==> src/rtl/flash_prog_ctrl.sv <==
// Page-buffered flash programmer: fills a 256-byte page from the UART, then runs WREN / PP / RDSR polling.
// Optional sector erase before each 4 KB sector start is enabled by FLASH_PROG_SECTOR_ERASE_EN.
module flash_prog_ctrl #(
  parameter logic [23:0] BASE_ADDR  = 24'h000000,
  parameter int unsigned PAGE_LIMIT = 256,
  parameter int unsigned POLL_MAX   = 65535,
  parameter int unsigned CS_GAP     = 4
) (
  input  logic        clk_i,
  input  logic        rst_ni,
  input  logic [7:0]  rx_data_i,
  input  logic        rx_valid_i,
  input  logic        flush_i,
  output logic [7:0]  spi_tx_o,
  output logic        spi_start_o,
  input  logic        spi_done_i,
  input  logic [7:0]  spi_rx_i,
  output logic        flash_cs_o,
  output logic        busy_o,
  output logic        done_o,
  output logic        error_o,
  output logic        overrun_o,
  output logic [7:0]  byte_cnt_o,
  output logic [15:0] page_cnt_o
);

  localparam int unsigned GAP_W = (CS_GAP > 1) ? $clog2(CS_GAP) : 1;

  typedef enum logic [2:0] {
    S_FILL, S_WREN, S_PP, S_POLL, S_GAP, S_NEXT, S_FIN
`ifdef FLASH_PROG_SECTOR_ERASE_EN
    , S_SE
`endif
  } state_e;

  typedef enum logic [1:0] {P_CS, P_SEND, P_WAIT} phase_e;

  state_e             state_q, state_d, ret_q, ret_d;
  phase_e             ph_q, ph_d;
  logic [9:0]         idx_q, idx_d;
  logic [8:0]         fill_q, fill_d, fill_v;
  logic [15:0]        page_q, page_d, page_cnt_q, page_cnt_d, poll_q, poll_d;
  logic [GAP_W-1:0]   gap_q, gap_d;
  logic               flush_q, flush_d, cs_q, cs_d, start_q, start_d;
  logic [7:0]         tx_q, tx_d;
  logic               busy_q, busy_d, done_q, done_d, err_q, err_d, ovr_q, ovr_d;
  logic               mem_we, cmd_last;
  logic [7:0]         cmd_byte;
  logic [7:0]         mem [256];
  logic               unused_rx;
`ifdef FLASH_PROG_SECTOR_ERASE_EN
  logic               ers_q, ers_d;
`endif

  assign unused_rx = ^spi_rx_i[7:1];

  always_ff @(posedge clk_i) begin
    if (mem_we) mem[fill_q[7:0]] <= rx_data_i;
  end

  // Byte to send for the current command state and byte index
  always_comb begin
    cmd_byte = 8'h00;
    cmd_last = 1'b1;
    case (state_q)
      S_WREN: cmd_byte = 8'h06;
      S_PP: begin
        case (idx_q)
          10'd0:   cmd_byte = 8'h02;
          10'd1:   cmd_byte = page_q[15:8];
          10'd2:   cmd_byte = page_q[7:0];
          10'd3:   cmd_byte = 8'h00;
          default: cmd_byte = mem[8'(idx_q - 10'd4)];
        endcase
        cmd_last = (idx_q == 10'(fill_q) + 10'd3);
      end
      S_POLL: begin
        cmd_byte = (idx_q == 10'd0) ? 8'h05 : 8'h00;
        cmd_last = (idx_q == 10'd1);
      end
`ifdef FLASH_PROG_SECTOR_ERASE_EN
      S_SE: begin
        case (idx_q)
          10'd0:   cmd_byte = 8'h20;
          10'd1:   cmd_byte = page_q[15:8];
          10'd2:   cmd_byte = page_q[7:0];
          default: cmd_byte = 8'h00;
        endcase
        cmd_last = (idx_q == 10'd3);
      end
`endif
      default: ;
    endcase
  end

  always_comb begin
    state_d    = state_q;
    ret_d      = ret_q;
    ph_d       = ph_q;
    idx_d      = idx_q;
    fill_d     = fill_q;
    fill_v     = fill_q;
    page_d     = page_q;
    page_cnt_d = page_cnt_q;
    poll_d     = poll_q;
    gap_d      = gap_q;
    flush_d    = flush_q;
    cs_d       = cs_q;
    start_d    = 1'b0;
    tx_d       = tx_q;
    done_d     = done_q;
    err_d      = err_q;
    ovr_d      = ovr_q;
    mem_we     = 1'b0;
`ifdef FLASH_PROG_SECTOR_ERASE_EN
    ers_d      = ers_q;
`endif

    if (rx_valid_i && !(state_q inside {S_FILL, S_FIN})) ovr_d = 1'b1;

    case (state_q)
      S_FILL: begin
        if (rx_valid_i) begin
          mem_we = 1'b1;
          fill_v = fill_q + 9'd1;
        end
        fill_d = fill_v;
        // A byte arriving with FLUSH is stored before the flush decision
        if (fill_v == 9'd256 || (flush_i && fill_v != 9'd0)) begin
          flush_d = flush_i;
          state_d = S_WREN;
          ph_d    = P_CS;
          idx_d   = 10'd0;
`ifdef FLASH_PROG_SECTOR_ERASE_EN
          ers_d   = (page_q[3:0] == 4'd0);
`endif
        end else if (flush_i) begin
          state_d = S_FIN;
          done_d  = 1'b1;
        end
      end

      S_WREN, S_PP, S_POLL
`ifdef FLASH_PROG_SECTOR_ERASE_EN
      , S_SE
`endif
      : begin
        case (ph_q)
          P_CS: begin
            cs_d = 1'b0;
            ph_d = P_SEND;
          end
          P_SEND: begin
            start_d = 1'b1;
            tx_d    = cmd_byte;
            ph_d    = P_WAIT;
          end
          default: begin
            if (spi_done_i && !cmd_last) begin
              idx_d = idx_q + 10'd1;
              ph_d  = P_SEND;
            end else if (spi_done_i) begin
              cs_d    = 1'b1;
              ph_d    = P_CS;
              idx_d   = 10'd0;
              gap_d   = '0;
              state_d = S_GAP;
              case (state_q)
                S_WREN: begin
                  ret_d = S_PP;
`ifdef FLASH_PROG_SECTOR_ERASE_EN
                  if (ers_q) ret_d = S_SE;
`endif
                end
                S_POLL: begin
                  if (spi_rx_i[0]) begin
                    poll_d = poll_q + 16'd1;
                    ret_d  = S_POLL;
                    if (17'(poll_q) + 17'd1 >= 17'(POLL_MAX)) begin
                      err_d   = 1'b1;
                      state_d = S_FIN;
                    end
                  end else begin
                    poll_d = 16'd0;
                    ret_d  = S_NEXT;
`ifdef FLASH_PROG_SECTOR_ERASE_EN
                    if (ers_q) begin
                      ers_d = 1'b0;
                      ret_d = S_WREN;
                    end
`endif
                  end
                end
                default: ret_d = S_POLL;
              endcase
            end
          end
        endcase
      end

      S_GAP: begin
        if (gap_q == GAP_W'(CS_GAP - 1)) state_d = ret_q;
        else gap_d = gap_q + GAP_W'(1);
      end

      S_NEXT: begin
        page_cnt_d = page_cnt_q + 16'd1;
        page_d     = page_q + 16'd1;
        fill_d     = 9'd0;
        flush_d    = 1'b0;
        if (flush_q || (page_cnt_q + 16'd1 == 16'(PAGE_LIMIT))) begin
          state_d = S_FIN;
          done_d  = 1'b1;
        end else begin
          state_d = S_FILL;
        end
      end

      S_FIN: cs_d = 1'b1;

      default: state_d = S_FILL;
    endcase

    busy_d = !(state_d inside {S_FILL, S_FIN});
  end

  always_ff @(posedge clk_i or negedge rst_ni) begin
    if (!rst_ni) begin
      state_q    <= S_FILL;
      ret_q      <= S_FILL;
      ph_q       <= P_CS;
      idx_q      <= 10'd0;
      fill_q     <= 9'd0;
      page_q     <= BASE_ADDR[23:8];
      page_cnt_q <= 16'd0;
      poll_q     <= 16'd0;
      gap_q      <= '0;
      flush_q    <= 1'b0;
      cs_q       <= 1'b1;
      start_q    <= 1'b0;
      tx_q       <= 8'h00;
      busy_q     <= 1'b0;
      done_q     <= 1'b0;
      err_q      <= 1'b0;
      ovr_q      <= 1'b0;
`ifdef FLASH_PROG_SECTOR_ERASE_EN
      ers_q      <= 1'b0;
`endif
    end else begin
      state_q    <= state_d;
      ret_q      <= ret_d;
      ph_q       <= ph_d;
      idx_q      <= idx_d;
      fill_q     <= fill_d;
      page_q     <= page_d;
      page_cnt_q <= page_cnt_d;
      poll_q     <= poll_d;
      gap_q      <= gap_d;
      flush_q    <= flush_d;
      cs_q       <= cs_d;
      start_q    <= start_d;
      tx_q       <= tx_d;
      busy_q     <= busy_d;
      done_q     <= done_d;
      err_q      <= err_d;
      ovr_q      <= ovr_d;
`ifdef FLASH_PROG_SECTOR_ERASE_EN
      ers_q      <= ers_d;
`endif
    end
  end

  assign spi_tx_o    = tx_q;
  assign spi_start_o = start_q;
  assign flash_cs_o  = cs_q;
  assign busy_o      = busy_q;
  assign done_o      = done_q;
  assign error_o     = err_q;
  assign overrun_o   = ovr_q;
  assign byte_cnt_o  = fill_q[7:0];
  assign page_cnt_o  = page_cnt_q;

endmodule

==> config.mk <==
export PLATFORM = sky130hd
export DESIGN_NAME = flash_prog_ctrl
export DESIGN_NICKNAME = d
export VERILOG_FILES = /design/src/rtl/flash_prog_ctrl.sv
export SDC_FILE = /design/constraint.sdc
export NUM_CORES = 2
export LEC_CHECK = 0
export CAP_MARGIN = 20
export CORE_ASPECT_RATIO = 0.5
export CORE_UTILIZATION = 60
export DETAILED_ROUTE_END_ITERATION = 12
export PLACE_DENSITY = 0.76
export RECOVER_POWER = 100
export SETUP_SLACK_MARGIN = 0.5
export SYNTH_ARGS = -nofsm -noshare
export SYNTH_HDL_FRONTEND = slang
export SYNTH_SLANG_ARGS = --single-unit
==> constraint.sdc <==
create_clock -name clk_i -period 9.6 [get_ports clk_i]
set_clock_uncertainty 0.2 [all_clocks]
set_input_delay 2.4 -clock clk_i [delete_from_list [all_inputs] [get_ports clk_i]]
set_output_delay 2.4 -clock clk_i [all_outputs]
set_load 0.01 [all_outputs]
### Word level (Yosys, flattened, before mapping)

Memory sizes are Yosys's and may differ from the RTL's.
Index checks and enable logic that the tools add are counted.

| storage, ports and cells | value |
|---|---|
| register bits after elaboration | 92 |
| RAM bits | 2,048 |
| bits of input ports | 21 |
| output and inout bits | 38 |
| word-level logic and storage cells | 140 |
| memories | 1 |

Memory list:

| name | words | width | read ports | clocked after memory_dff | write ports | line | text |
|---|---|---|---|---|---|---|---|
| mem | 256 | 8 | 1 | 0 | 1 | 49 | `logic [7:0] mem [256];` |

| cells by class | value |
|---|---|
| add/sub/neg operators | 9 |
| $lt $le $gt $ge | 1 |
| equality and inequality tests | 28 |
| multiplexer cells | 51 |
| bitwise operators | 2 |
| reduce and logical (&&, ||, !) cells | 31 |

Operators with widths:

| operator | count |
|---|---|
| $add 16x1->16 const B | 3 |
| $mux 10 | 4 |
| $pmux 8 s4 | 1 |
| $mux 3 | 9 |
| $pmux 8 s3 | 1 |
| $eq 10x2->1 const B | 2 |
| $pmux 10 s2 | 1 |
| $mux 2 | 9 |
| $mux 9 | 2 |
| $pmux 9 s2 | 1 |
| $add 16x1->17 const B | 1 |
| $ge 17x16->1 const B | 1 |
| $eq 16x9->1 const B | 1 |
| $mux 16 | 1 |
| $ne 2x2->1 const B | 8 |
| $reduce_and 4->1 | 4 |
| $pmux 3 s5 | 1 |
| $eq 3x3->1 const B | 4 |
| $mux 1 | 12 |
| $pmux 2 s2 | 3 |
| $reduce_bool 2->1 | 6 |
| $add 10x1->10 const B | 1 |
| $add 9x2->10 const B | 1 |
| $eq 10x1->1 const B | 1 |
| 28 further kinds | 44 |

### Depth between registers and ports, before layout

| logic depth | value |
|---|---|
| word-level depth | 12 |
| depth in mapped cells | 17 |
| gate-level depth less buffers | 10 |

### Worst setup path before layout

OpenSTA, ideal clock, no wires.

| timing path | value |
|---|---|
| kind | in2reg |
| start point | input rx_valid_i |
| end point | register ph_q[0] |
| library setup time | 0.127 ns |
| arrival | 4.350 ns |
| data required time | 9.273 ns |
| setup slack | 4.923 ns |
| stages on the path | 8 |
| path buffers | 0 |
| cells stage by stage | and4_1 nor3b_1 a21oi_1 nor4b_4 mux2i_1 nand2_1 a21oi_1 o21ai_0 |

| on the way | value |
|---|---|
| word-level cells in the longest chain between the ends | 7 |

RTL lines:

| item | line | text |
|---|---|---|
| start, declared | 12 | `input logic rx_valid_i,` |
| $mux 9 * | 123 | `if (rx_valid_i) begin` |
| $mux 9 * | 121 | `case (state_q)` |
| $reduce_bool 9->1 | 129 | `if (fill_v == 9'd256 \|\| (flush_i && fill_v != 9'd0)) begin` |
| $logic_and 1x1->1 | 129 |  |
| $logic_or 1x1->1 * | 129 |  |
| $ne 2x1->1 (no line) * | n/a |  |
| $reduce_and 3->1 (no line) * | n/a |  |
| end signal, assigned | 252 | `ph_q <= ph_d;` |
| end, declared | 39 | `phase_e ph_q, ph_d;` |

Every way passes the cells marked *; elsewhere a longest branch is shown, timed or not. The select of a mux whose other input is x is not followed.
A chain may end at the register's enable or synchronous reset.

### Worst setup path in the final report

| timing path | value |
|---|---|
| start point | register idx_q[2] |
| end point | register tx_q[6], in the netlist spi_tx_o[6] |

| on the way | value |
|---|---|
| word-level cells in the longest chain between the ends | 4 |

RTL lines:

| item | line | text |
|---|---|---|
| start, declared | 40 | `logic [9:0] idx_q, idx_d;` |
| start signal, assigned | 253 | `idx_q <= idx_d;` |
| $sub 8x3->8 | 73 | `default: cmd_byte = mem[8'(idx_q - 10'd4)];` |
| $mem_v2 256x8 | n/a |  |
| $pmux 8 s4 * | 68 | `case (idx_q)` |
| $pmux 8 s3 * | 65 | `case (state_q)` |
| end signal, assigned | 262 | `tx_q <= tx_d;` |
| end, declared | 45 | `logic [7:0] tx_q, tx_d;` |

Every way passes the cells marked *; elsewhere a longest branch is shown, timed or not.

==> flow_summary.toml <==
[logic_synthesis]
synth_edf_count = 2048
synthDistinctLibCells = 86
yosysWarnings = 0
synth_cells = 4421
ys_seq_elements = 2140
netlist_area_um2 = 85710
postSynthAreaPerCell_um2 = 19.39
synth_ff_type = "edfxtp_1"
syn_nets = 4458
synth-seq-area-share = 0.7444
async_reset_ff_frac = 0.04299

[grt]
gr-usage-all-layers = 0.3053
grt.overflow.total = 0
top_usage_layer = "met2"
first_global_vias = 44405
grtUsageMet3 = 0.09907
grt_antenna_before_repair = 7
grt_pass1_wl_um = 313900
met2_usage = 0.4528
grt_max_degree = 208
grt_use_met1 = 0.4299

[final_layout]
syn_to_final_growth_pct = 8.893
drive_gt1_frac = 0.1829
multi_input_area_um2 = 20270
mostFrequentLayoutCells = "2048 x edfxtp_1, 489 x mux4_2, 317 x nor2_1"
final_common_cell = "edfxtp_1"
ff_latch_area_um2 = 63810
final_area_um2 = 93340
n_fill_cell = 8718
nets = 4494

[sta]
rsz0062_at_grt = "no"
setup_viol = 0
relSlewSlack = -2.497
finalHoldViolations = 0
tightest_slew_ps = 5245
fin_tns_setup_ps = 0
timing.final.crit_share = 0.7873
hold_slack_ps = 259.2
fmax_ghz = 0.1323
min_period_ps = 7558
slew_violations = 1203

[status]
violations = "max-capacitance violations, max-slew violations"
outcome = "complete, but fails checks"

[setup_path]
cp_slowest_cell = "dfrtp_1"
path_depth = 10
critical-path-top-delay-family = "buffers and inverters"
r2r_end = "spi_tx_o[6]$_DFFE_PN0P_"
critPathLaunchType = "flip-flop"
max_stage_delay_ps = 1820
arrival_ps = 8050
reg2reg_slack_ps = 2040
required_ps = 10090
r2r-start = "idx_q[2]$_DFFE_PN0P_"
path_buf_inv = 3
crit_start = "idx_q[2]$_DFFE_PN0P_"
crit_chain = "inv_1 -> ha_1 -> inv_6 -> buf_12 -> mux4_2 -> o21ai_0 -> nand2_1 -> o311ai_0 -> a211oi_1 -> or3_1"
rr_worst_depth = 10
cp-end-kind = "flip-flop"
cp_max_fo = 65
critPathKind = "reg2reg"
crit_end = "spi_tx_o[6]$_DFFE_PN0P_"

[cts]
clk_pin_slew_ps = 70
cts_tree = "built"
insertion_delay_ps = 810
htree_levels = 4
cts_max_path_buffers = 3
cts.sinks = 2140
hold_buffers = 0
post_cts.repair.setup_buffers = 0
cts-root-buf = "clkbuf_16"
postCtsResizedCells = 0
cts_buffers = 176

[pwr]
intPower_w = 0.01410
ir_drop_mv = 0.1370
switching_share = 0.1984
power_frac_seq = 0.582
powerDensity_nw_per_um2 = 188.4
p_comb_frac = 0.010
p_leak_nw = 30.49
p_switching_w = 0.003489
clkPwrFrac = 0.409

[route]
drtAntennaViolNets = 0
drtIter0Drc = 6753
drc = 0
viasPerCell = 7.027
routedWlPerCell_um = 33.64
wl_um = 218100
first_pass_iters = 7
vias = 45563

[floorplanning]
start_util = 0.6083
rows = 97
die-width_um = 536.5
core_um2 = 140900
io_pins = 59
die-area_um2 = 144500
die_h_um = 269.3

[flow_run]
timing.max_cap.violations = 31

[place]
dpl-instance-area_um2 = 87900
post-dp-hpwl_um = 125900
portBuffers = 51
place.gp.congestion = 0.9873

[worst_hold_path]
hold_class = "reg2reg"
## synthesized netlist by cell type, drive strengths merged (9+ instances only)
library cell,number,area share
a31oi,19,0.0014
nand2b,9,0.00066
a21o,14,0.0012
or3,10,0.00073
o22ai,40,0.0029
a21oi,55,0.0032
and2,9,0.00066
o21ai,63,0.0037
dfrtp,91,0.027
a211oi,21,0.0018
inv,26,0.0011
buf,164,0.014
xor2,14,0.0014
nor2,317,0.014
a22oi,13,0.0011
mux4,489,0.13
mux2i,177,0.021
a22o,12,0.0012
clkbuf,118,0.0052
edfxtp,2048,0.72
nor4,18,0.0014
o211ai,12,0.0011
nand2,218,0.0097
and3,27,0.0020
o221ai,61,0.0062
nand4,24,0.0018
nand3,91,0.0053
ha,16,0.0023
a32oi,16,0.0016
nor2b,13,0.00095
nor3,37,0.0022
xnor2,46,0.0047
## metrics by stage
step	power, W	setup slack (ps)	utilization	instances
2_1_floorplan	0.01043	4923	-	4421
3_3_place_gp	0.01057	3650	0.6238	6160
3_5_place_dp	0.01059	3591	0.6238	6160
4_1_cts	0.01758	4416	0.6636	6480
5_1_grt	0.01792	2234	0.6623	6480
6_report	0.01759	2042	0.6624	6484
## cell families (layout without fill, tap and decap cells)
kind of cell,Yosys count,in the layout,synth area share
DFF,2140,2140,0.7444
and+or+nand+nor,818,818,0.04343
muxes,669,669,0.1496
AOI/OAI and AO/OA,408,408,0.03425
buffers and inverters,310,488,0.01994
xor gates and xnor gates,60,60,0.006131
adders and majority gates,16,16,0.002336
other,0,4,0
## area by class of cell
| type | count | share of cell area |
|---|---|---|
| inverter | 28 | 0.001180 |
| sequential | 2140 | 0.6837 |
| clock buffer | 217 | 0.05066 |
| timing repair buffer | 140 | 0.01264 |
| clock inverter | 103 | 0.009397 |
| tap | 1881 | 0.02522 |
| multi-input combinational | 1971 | 0.2171 |
| antenna | 4 | 0.0001072 |
## power by group through the flow
stage	registers [W]	logic, W	clock network (W)
3_3_place_gp	0.0104	0.000153	0
5_1_grt	0.0102	0.000176	0.00752
4_1_cts	0.0102	0.000167	0.00719
3_5_place_dp	0.0104	0.000168	0
6_report	0.0102	0.000168	0.00719
2_1_floorplan	0.0104	0.00000360	0
## registers in the layout (all words and copies together), names as in the netlist
name / cells
poll_q: 16
spi_start_o: 1
flash_cs_o: 1
overrun_o: 1
gap_q: 2
error_o: 1
ph_q: 2
ret_q: 3
flush_q: 1
busy_o: 1
page_q: 16
done_o: 1
idx_q: 10
spi_tx_o: 8
page_cnt_o: 16
fill_q: 9
state_q: 3
mem: 2048
## metal layers
| metal | vias up | wire length, um |
|---|---|---|
| met4 | 10 | 8323 |
| met2 | 3360 | 99660 |
| met5 | - | 238 |
| li1 | 18157 | - |
| met1 | 23494 | 79110 |
| met3 | 542 | 30820 |
## how the worst min path moves through the flow
stage	cells past startpoint	slack (ps)	start	endpoint
after CTS	1	260	overrun_o$_DFFE_PN0P_	overrun_o$_DFFE_PN0P_
final	1	260	overrun_o$_DFFE_PN0P_	overrun_o$_DFFE_PN0P_
after detailed placement	1	250	overrun_o$_DFFE_PN0P_	overrun_o$_DFFE_PN0P_
after global placement	1	240	overrun_o$_DFFE_PN0P_	overrun_o$_DFFE_PN0P_
after global routing	1	290	overrun_o$_DFFE_PN0P_	overrun_o$_DFFE_PN0P_
after floorplan	1	250	page_q[15]$_DFFE_PN0P_	page_q[15]$_DFFE_PN0P_
(Power assumes the default switching activity.)
